<file path="config.mk">
export PLATFORM = sky130hd
export DESIGN_NAME = bw_mult_seq
export DESIGN_NICKNAME = d
export VERILOG_FILES = /design/src/rtl/bw_mult_seq.sv
export SDC_FILE = /design/constraint.sdc
export NUM_CORES = 1
export LEC_CHECK = 0
export CAP_MARGIN = 30
export CORE_MARGIN = 1.5
export CORE_UTILIZATION = 35
export CTS_CLUSTER_SIZE = 20
export DETAILED_ROUTE_END_ITERATION = 8
export GPL_ROUTABILITY_DRIVEN = 1
export SYNTH_ARGS = -nofsm -noshare
export SYNTH_HDL_FRONTEND = slang
export SYNTH_HIERARCHICAL = 1
export SYNTH_SLANG_ARGS = --single-unit
</file>
<file path="constraint.sdc">
create_clock -name clk_i -period 19 [get_ports clk_i]
set_input_delay 4.75 -clock clk_i [delete_from_list [all_inputs] [get_ports clk_i]]
set_output_delay 4.75 -clock clk_i [all_outputs]
set_load 0.02 [all_outputs]
</file>
<file path="src/rtl/bw_mult_seq.sv">
// Sequential signed multiplier: one Baugh-Wooley partial-product row per cycle,
// accumulated through a ripple chain of full_add cells, with valid/ready handshakes.

module full_add (
    input  logic a_i,
    input  logic b_i,
    input  logic c_i,
    output logic s_o,
    output logic c_o
);
    assign s_o = a_i ^ b_i ^ c_i;
    assign c_o = (a_i & b_i) | (a_i & c_i) | (b_i & c_i);
endmodule

module bw_mult_seq #(
    parameter int unsigned width_p = 8
) (
    input  logic                   clk_i,
    input  logic                   reset_i,
    input  logic                   valid_i,
    output logic                   ready_o,
    input  logic [width_p-1:0]     a_i,
    input  logic [width_p-1:0]     b_i,
    output logic                   valid_o,
    input  logic                   ready_i,
    output logic [2*width_p-1:0]   p_o
);
    localparam int unsigned PW = 2 * width_p;
    localparam int unsigned CW = (width_p > 2) ? $clog2(width_p) : 1;
    localparam logic [CW-1:0] LAST = CW'(width_p - 1);
    localparam logic [PW-1:0] ONE = PW'(1);
    localparam logic [PW-1:0] BW_CONST = (ONE << width_p) | (ONE << (PW - 1));

    typedef enum logic [1:0] {IDLE, BUSY, DONE} state_t;

    state_t               state_q, state_d;
    logic [width_p-1:0]   a_q, a_d;
    logic [width_p-1:0]   b_q, b_d;
    logic [CW-1:0]        cnt_q, cnt_d;
    logic [PW-1:0]        acc_q, acc_d;

    logic [width_p-1:0]   row;
    logic [PW-1:0]        addend;
    logic [PW-1:0]        sum;
    logic [PW-1:0]        carry;

    // Row bit is inverted exactly when one (not both) of j, r is the sign position.
    always_comb begin
        row = '0;
        for (int unsigned j = 0; j < width_p; j++) begin
            row[j] = (a_q[j] & b_q[cnt_q]) ^ ((j == width_p - 1) ^ (cnt_q == LAST));
        end
        addend = {{width_p{1'b0}}, row} << cnt_q;
    end

    assign carry[0] = 1'b0;

    for (genvar i = 0; i < PW - 1; i++) begin : g_chain
        full_add u_fa (
            .a_i (acc_q[i]),
            .b_i (addend[i]),
            .c_i (carry[i]),
            .s_o (sum[i]),
            .c_o (carry[i+1])
        );
    end

    // MSB cell: its carry-out is discarded, so only the sum half is built.
    assign sum[PW-1] = acc_q[PW-1] ^ addend[PW-1] ^ carry[PW-1];

    always_ff @(posedge clk_i or posedge reset_i) begin
        if (reset_i) begin
            state_q <= IDLE;
            a_q     <= '0;
            b_q     <= '0;
            cnt_q   <= '0;
            acc_q   <= '0;
        end else begin
            state_q <= state_d;
            a_q     <= a_d;
            b_q     <= b_d;
            cnt_q   <= cnt_d;
            acc_q   <= acc_d;
        end
    end

    always_comb begin
        state_d = state_q;
        a_d     = a_q;
        b_d     = b_q;
        cnt_d   = cnt_q;
        acc_d   = acc_q;
        case (state_q)
            IDLE: begin
                if (valid_i) begin
                    a_d     = a_i;
                    b_d     = b_i;
                    cnt_d   = '0;
                    acc_d   = BW_CONST;
                    state_d = BUSY;
                end
            end
            BUSY: begin
                acc_d = sum;
                if (cnt_q == LAST) begin
                    state_d = DONE;
                end else begin
                    cnt_d = cnt_q + 1'b1;
                end
            end
            DONE: begin
                if (ready_i) begin
                    state_d = IDLE;
                end
            end
            default: state_d = IDLE;
        endcase
    end

    assign ready_o = (state_q == IDLE);
    assign valid_o = (state_q == DONE);
    assign p_o     = acc_q;

endmodule
</file>
Word-level counts from Yosys, hierarchy flattened
Cells that the tools add are included.
- register bits after elaboration: 37
- $lt $le $gt $ge: 1
- shift operators: 1
- bitwise logic cells: 119
- $add $sub $neg: 1
- multiplexer cells: 11
- eq/ne operators: 7
- reduce and logical (&&, ||, !) cells: 6
- operators with widths (operator ; number):
    bitwise AND 1 bit ; 51
    XOR 1 bit ; 39
    case mux 16 bit (2 select lines) ; 1
    OR 1 bit ; 28
    two-way mux 16 bit ; 1
    << shifter 8 x 3 -> 16 bit ; 1
    two-way mux 2 bit ; 3
    two-way mux 3 bit ; 2
    inequality test 2 bit (second input constant) ; 3
    case mux 2 bit (3 select lines) ; 1
    case mux 3 bit (2 select lines) ; 1
    AND reduction 3 bit ; 2
    < comparator 3 x 4 -> 1 bit (second input constant) ; 1
    AND reduction 2 bit ; 2
    adder 3 x 1 -> 3 bit (second input constant) ; 1
    binary-select mux 1 bit (select 3 bit) ; 1
    equality test 3 bit (second input constant) ; 1
    equality test 2 x 1 -> 1 bit (second input constant) ; 1
    equality test 2 bit (second input constant) ; 1
    zero test 2 bit ; 1
    inequality test 2 x 1 -> 1 bit (second input constant) ; 1
    nonzero test 2 bit ; 1
    two-way mux 1 bit ; 1
    inverter 1 bit ; 1

Longest topological paths before layout
- word-level depth: 50
- gate-level depth with buffers: 24
- mapped depth without buffers: 22

Modules after synthesis
Netlist, hierarchy kept.
- by module, submodules not included (module ; times used ; area each (um^2) ; cells each):
    bw_mult_seq ; 1 ; 2162.1 ; 230
    full_add ; 15 ; 20.0 ; 1

Least setup slack after synthesis
Ideal clock, no wire load.
- path type: reg2reg
- start: register cnt_q[0]
- end: register acc_q[15] (netlist: p_o[15])
- data required time: 18922 ps
- cell stages (with the launch flop): 25
- arrival: 7789 ps
- path slack: 11133 ps
- path buffers: 2
- cell sequence: dfrtp_1 buf_6 mux4_2 mux2_4 clkbuf_1 nand2_1 xnor2_1 nor4_1 fa_1 fa_1 fa_1 fa_1 fa_1 fa_1 fa_1 fa_1 fa_1 fa_1 fa_1 fa_1 fa_1 fa_1 fa_1 and3_1 o21bai_1
- longest elaborated chain between the ends: 50
- elaborated cells between the ends (all ways): 95
- those cells by class: 1 x eq/ne; 1 x shift; 3 x mux; 90 x bitwise
- RTL lines (element ; RTL line ; RTL):
    start: declaration ; 39 ; logic [CW-1:0] cnt_q, cnt_d;
    start signal: assignment ; 82 ; cnt_q <= cnt_d;
    binary-select mux 1 bit (select 3 bit) ; 51 ; row[j] = (a_q[j] & b_q[cnt_q]) ^ ((j == width_p - 1) ^ (cnt_q == LAST));
    two-way mux 1 bit (not written as such) ; 51 ;
    bitwise AND 1 bit ; 51 ;
    XOR 1 bit ; 51 ;
    << shifter 8 x 3 -> 16 bit (*) ; 53 ; addend = {{width_p{1'b0}}, row} << cnt_q;
    via addend[0] ; 43 ; logic [PW-1:0] addend;
    bitwise AND 1 bit (*) ; 12 ; assign c_o = (a_i & b_i) | (a_i & c_i) | (b_i & c_i);
    via carry[1] ; 45 ; logic [PW-1:0] carry;
    (+3 left out) ; - ;
    via carry[2] ; 45 ;
    (+3 left out) ; - ;
    via carry[3] ; 45 ;
    (+3 left out) ; - ;
    via carry[4] ; 45 ;
    (+3 left out) ; - ;
    via carry[5] ; 45 ;
    (+3 left out) ; - ;
    via carry[6] ; 45 ;
    (+3 left out) ; - ;
    via carry[7] ; 45 ;
    (+3 left out) ; - ;
    via carry[8] ; 45 ;
    (+3 left out) ; - ;
    via carry[9] ; 45 ;
    (+3 left out) ; - ;
    via carry[10] ; 45 ;
    (+3 left out) ; - ;
    via carry[11] ; 45 ;
    (+3 left out) ; - ;
    via carry[12] ; 45 ;
    (+3 left out) ; - ;
    via carry[13] ; 45 ;
    (+2 left out) ; - ;
    OR 1 bit (*) ; 12 ;
    via carry[14] ; 45 ;
    bitwise AND 1 bit ; 12 ;
    OR 1 bit ; 12 ;
    OR 1 bit (*) ; 12 ;
    via carry[15] ; 45 ;
    XOR 1 bit (*) ; 69 ; assign sum[PW-1] = acc_q[PW-1] ^ addend[PW-1] ^ carry[PW-1];
    case mux 16 bit (2 select lines) (*) ; 93 ; case (state_q)
    end signal: assignment ; 77 ; acc_q <= '0;
    end signal: assignment ; 83 ; acc_q <= acc_d;
    end: declaration ; 40 ; logic [PW-1:0] acc_q, acc_d;
The timed path passes the listed nets; every way through them passes the cells marked *. The select of a mux whose other input is x is not followed.
A chain may end at the register's enable or synchronous reset.

Final worst setup path
Ends and elaborated chain as after synthesis.

==> impl_metrics.csv <==
group,metric,value,unit
clock_tree,cts_setup_buffers,0,
detailed_routing,vias,1914,
clock_tree,hold_buffers,0,
flow_run,cap_viol_max_count,0,
critical_path,cp_common_cell,"fa_1",
finish,nFillCells,690,
synthesis,avgSynthCellArea,10.1,µm²
floorplan,num_rows,30,
global_route,grt_pass1_vias,1851,
synthesis,ys.flop_type,"dfrtp_1",
floorplan,pin_count,38,
finish,nNetsFinal,310,
synthesis,syn_nets,282,
critical_path,path_buf_inv,1,
detailed_routing,drtIter0Drc,128,
pwr,p_switching,288,µW
critical_path,worstSetupPathType,"flop to flop",
pwr,irDropWorstVdd,0.0716,mV
clock_tree,root_buffer,"clkbuf_8",
detailed_routing,routed_wl,5400,µm
status,status,"finished clean",
place,portBuffers,37,
global_route,grt_usage,15.7,%
global_route,antenna_found_initial,0,
synthesis,synth_area_leaders,"dfrtp_1, fa_1, mux2_2, nand2_1, o21ai_0",
critical_path,slowest_delay,0.89,ns
synthesis,synth_top_area_cell,"dfrtp_1",
detailed_routing,vias_per_cell,5.17,
clock_tree,cts_max_path_buffers,2,
sta,whs,0.507,ns
sta,hold_violations,0,
critical_path,endpoint_kind,"flop",
sta,clock.fmax,0.112,GHz
sta,timing.final.ws_setup,10.07,ns
sta,final_max_slew_viol_count,0,
sta,relSlewSlack,44.0,%
finish,register_area,926,µm²
pwr,p_leak,0.00124,µW
clock_tree,clk_pin_slew,0.08,ns
critical_path,reg2reg_depth,22,
sta,setup_tns,0,ns
pwr,p_comb_share,62.7,%
clock_tree,clock_latency,0.29,ns
sta,worstMarginPinSlew,0.841,ns
finish,area_delta_synth_final,21.2,%
critical_path,worst-path-max-fanout,24,
synthesis,syn-instance-count,245,
detailed_routing,ant_nets,0,
sta,grt_setup_unrepaired,"no",
clock_tree,cts_max_level,2,
critical_path,crit_path_cell_trace,"ha_1, ha_1, inv_1, xnor2_1, nor4_1, fa_1, fa_1, fa_1, fa_1, fa_1, fa_1, fa_1, fa_1, fa_1, fa_1, fa_1, fa_1, fa_1, fa_1, fa_1, and3_1, o21bai_1",
synthesis,synthTopCellsByCount,"nand2_1, dfrtp_1, o21ai_0",
finish,multi_input_area,0.00144,mm²
global_route,grt_overflow,0,
floorplan,start_util,36.2,%
synthesis,synth_warnings,6,
synthesis,async_reset_ff_share,100,%
pwr,seqPwrFrac,28.2,%
global_route,grt_pass1_wl,9230,µm
global_route,grt_max_degree,38,
detailed_routing,post-route-drc-count,0,
global_route,grtUsageMet2,24.2,%
pwr,switching_share,46.9,%
sta,period_share,47.0,%
sta,finalCriticalPeriod,8.93,ns
global_route,grt_util_met3,3.51,%
pwr,internal_power,326,µW
synthesis,synth_seq_area_share,37.6,%
critical_path,crit_cells,22,
sta,setup_violations,0,
critical_path,crit_required,19.22,ns
place,gp_congestion,0.846,
clock_tree,cts_tree,"built",
clock_tree,cts_sinks,37,
global_route,busiest_layer,"met2",
floorplan,die-height,86.9,µm
place,dp_hpwl,3870,µm
clock_tree,cts_resized,0,
global_route,grt_use_met1,21.6,%
pwr,p_per_area,206,mW/mm²
detailed_routing,wire_per_inst,14.6,µm
detailed_routing,firstDrtPassIters,4,
floorplan,dieArea,0.00755,mm²
finish,n_antenna_cell,0,
critical_path,crit_slowest_cell,"dfrtp_1",
finish,drive_above_1_share,13.5,%
synthesis,synth_most_common_cell,"nand2_1",
place,place_ws,10.06,ns
floorplan,die_x,86.9,µm
min_path,whs_path_depth,1,
sta,skew,0.00460,ns
synthesis,netlist_area,0.00246,mm²
critical_path,path_delay_family,"adder cells",
floorplan,core,0.00679,mm²
synthesis,synth-edff-count,0,
clock_tree,cts_inserted_buffers,5,
synthesis,netlist.area_leader.share,37.6,%
critical_path,arrival,9.15,ns
min_path,hp-class,"flop to flop",
pwr,pwr-share-clk,9.1,%
critical_path,worstSetupStartpointType,"flop",
synthesis,synth_cell_type_count,44,
synthesis,ys_ff_latch,37,
final cells by class:
class / count / share of cell area [%]
clock inverter: 3 / 0.587
timing repair buffer: 40 / 13.3
multi-input combinational: 184 / 48.2
inverter: 5 / 0.629
sequential: 37 / 31.0
tap: 96 / 4.02
clock buffer: 5 / 2.31
path summary, 6_finish.rpt:
check,startpoint,end,slack [ns]
max in group asynchronous,reset_i,a_q[2],13.81
min reg2reg,b_q[0],b_q[0],0.51
max reg2reg,cnt_q[0],p_o[15],10.07
max,cnt_q[0],p_o[15],10.07
min,b_q[0],b_q[0],0.51
min in group asynchronous,reset_i,state_q[1],4.86
sequential cells by signal (all words and copies together), names as in the netlist:
| signal | flops |
|---|---|
| cnt_q | 3 |
| a_q | 8 |
| p_o | 16 |
| b_q | 8 |
| state_q | 2 |
kinds of logic (layout without fill, tap and decap cells):
kind of cell / Yosys count / in the layout / share of synthesized area, %
multiplexers: 32 / 32 / 16.5
AND/OR/NAND/NOR: 84 / 84 / 15.6
other: 1 / 1 / 0.152
adder cells (fa/ha/maj): 17 / 17 / 13.2
flip-flops: 37 / 37 / 37.6
AO/OA/AOI/OAI: 45 / 45 / 11.2
buffers and inverters: 24 / 53 / 4.01
XOR/XNOR: 5 / 5 / 1.78
per-stage QoR:
stage	util [%]	power, µW	std cells	area [µm²]
floorplan	-	450	245	2460
global placement	42.5	547	361	2890
detailed placement	42.7	564	362	2900
CTS	43.9	622	370	2990
global route	43.9	677	370	2990
finish	43.9	614	370	2990
power groups by stage:
stage               clock (µW)  sequential, µW  combinational, µW
floorplan                    0             169                281
global placement             0             174                373
detailed placement           0             176                388
CTS                       57.4             175                391
global route              60.5             183                433
finish                    55.9             173                385
layout by cell type, fill, tap and decap left out, drive strengths merged, types with 6 or more instances in the layout:
cell type      count
nand2             42
mux2              22
nor2              14
o21ai             22
dfrtp             37
nor3               8
fa                15
a21oi              8
clkdlybuf4s50     37
mux2i              6
layer usage:
layer,up-vias,share of wire [%]
met5,-,0
met4,0,1.8
met3,10,3.7
met2,41,49
met1,953,46
li1,910,-
Power figures use the tool's default switching activity.
==> variant, RTL diff (same flow settings) <==
Make the reset (`reset_i`) synchronous in one clocked block.
--- a/src/rtl/bw_mult_seq.sv
+++ b/src/rtl/bw_mult_seq.sv
@@ -70,3 +70,3 @@
 
-    always_ff @(posedge clk_i or posedge reset_i) begin
+    always_ff @(posedge clk_i) begin
         if (reset_i) begin
Function: differs if reset_i is asserted again (counterexample within 4 cycles, from zero or initial values and one cycle with reset_i high); with reset_i held inactive, the same outputs for 4 cycles.
==> variant against the unedited design <==
- sequential cell count is the same
- global-route usage grew 1.5 points
- routed wire length is 10% higher
- worst setup slack worse by 0.17 ns
- core utilization fell by 0.22 points
- die area is 1.4% higher
- synthesized cell count rose by 21%
- cell area about the same
- via count increased by 13%
- first-iteration DRC count is 100% higher
- synthesized area rose by 1.4%
- largest cell class unchanged
Power is left out: it rests on default switching activity, and per cell area and clock period it moved more than threefold.
==> variant: results (changes against the unedited design) <==
Status -> complete, no violations
Xor/xnor share of the synthesized area -> 2.45% (+0.68 points)
Gp weighted congestion -> 0.915 (+8.1%)
Antenna cell count -> 0 (unchanged)
Longest Clk Path Bufs -> 2 (unchanged)
Synth cell count leaders -> nand2_1 (61), a21oi_1 (38), dfxtp_1 (37), clkbuf_1 (22), nand3_1 (19)
Final net count -> 354 (+14%)
First-pass GRT wire length -> 10.4 mm (+12%)
Top_reg_cell synth -> dfxtp_1
Arr. time, crit path -> 9.26 ns (+0.11 ns)
Post-DP Area -> 2900 sq um (about the same)
Layout cell share with drive strength beyond 1 -> 9.43% (-4.1 points)
Post-DP HPWL -> 4.19 mm (+8.3%)
Ys Warns -> 6 (unchanged)
Total CTS buffers -> 5 (unchanged)
Starting DRT DRC Count -> 259 (+100%)
Initial DRT Pass Iterations -> 4 (unchanged)
Vias per cell -> 5.23 (+1.0%)
Post-synthesis sequential area ratio -> 29.7% (-7.9 points)
Critical-path top delay cell -> dfxtp_1
Vias -> 2164 (+13%)
Proportion of synthesized area in mux cells -> 9.27% (-7.2 points)
Largest net degree at the start of global routing -> 38 (unchanged)
Global Route Usage Sum -> 17.2% (+1.5 points)
Root Driver -> clkbuf_8
Clock skew -> 0.00373 ns (-0.000863 ns)
Post-Synth Adder-Cell Area -> 13.0% (-0.19 points)
Htree depth -> 2 (unchanged)
Setup bufs post-CTS -> 0 (unchanged)
Period Utilization, post-route -> 47.9% (+0.90 points)
Syn Inst Count -> 296 (+21%)
Reg2reg setup slack -> 9.90 ns (-0.17 ns)
# port buffers -> 37 (unchanged)
Synth Area in Compound Gates -> 18.2% (+7.0 points)
Post-Syn Nets -> 333 (+18%)
Drt wl/cell -> 14.4 um (-1.5%)
Vias in the first global route -> 2139 (+16%)
Max-slew headroom -> 41.6% (-2.4 points)
Worst hold-check path type -> reg -> reg
Post-synth cell types -> 54 (+23%)
Dpl cells -> 406 (+12%)
Critical Path Max Stage Delay -> 0.81 ns (-0.08 ns)
Max reg flops -> 16 (unchanged)
Initial antenna violation count -> 0 (unchanged)
Maximum fanout along the worst path -> 21 (-13%)
Top cells by area, synth -> dfxtp_1 (30%), fa_1 (12%), nand2_1 (9.2%)
Async SR Flop Fraction -> 0% (-100 points)
variant: path summary, 6_finish.rpt:
check | cells past startpoint | from | end
max | 23 | cnt_q[1] | p_o[15]
min | 2 | b_q[4] | b_q[4]
max reg2reg | 23 | cnt_q[1] | p_o[15]
min reg2reg | 2 | b_q[4] | b_q[4]
variant: layer usage:
metal / part of all wire [%] / track usage [%]
met1: 47 / 23.8
met5: 0 / 0
met2: 48 / 26.7
met4: 2.0 / 6.49
met3: 3.3 / 2.94
variant: cells by family (layout without fill, tap and decap cells):
family | Yosys count | after routing
adder cells (fa/ha/maj) | 17 | 17
AO/OA/AOI/OAI | 69 | 69
XOR/XNOR | 7 | 7
flip-flops | 37 | 37
multiplexers | 16 | 16
other | 1 | 1
buffers and inverters | 32 | 54
AND/OR/NAND/NOR | 117 | 117
variant: final cells by class:
type                       count  area, sq um
tap                           96          120
inverter                       5         18.8
timing repair buffer          41          408
sequential                    37          741
clock buffer                   5         68.8
clock inverter                 3         17.5
multi-input combinational    227         1610
fill                         700         3840
variant: through the flow:
stage,setup slack [ns],hold slack (ns),util (%)
2_1_floorplan,11.23,0.433,-
3_3_place_gp,10.21,0.442,42.2
3_5_place_dp,10.03,0.450,42.5
4_1_cts,9.95,0.461,43.7
5_1_grt,9.41,0.479,43.7
6_report,9.90,0.460,43.7
variant: critical path: cells and delay by family (launching register included):
family	cells	cell delay, ns
compound gates	1	0.09
xor+xnor	2	0.44
fa+ha+maj	17	6.88
buf+inv	1	0.53
flops	1	0.81
simple gates	2	0.17
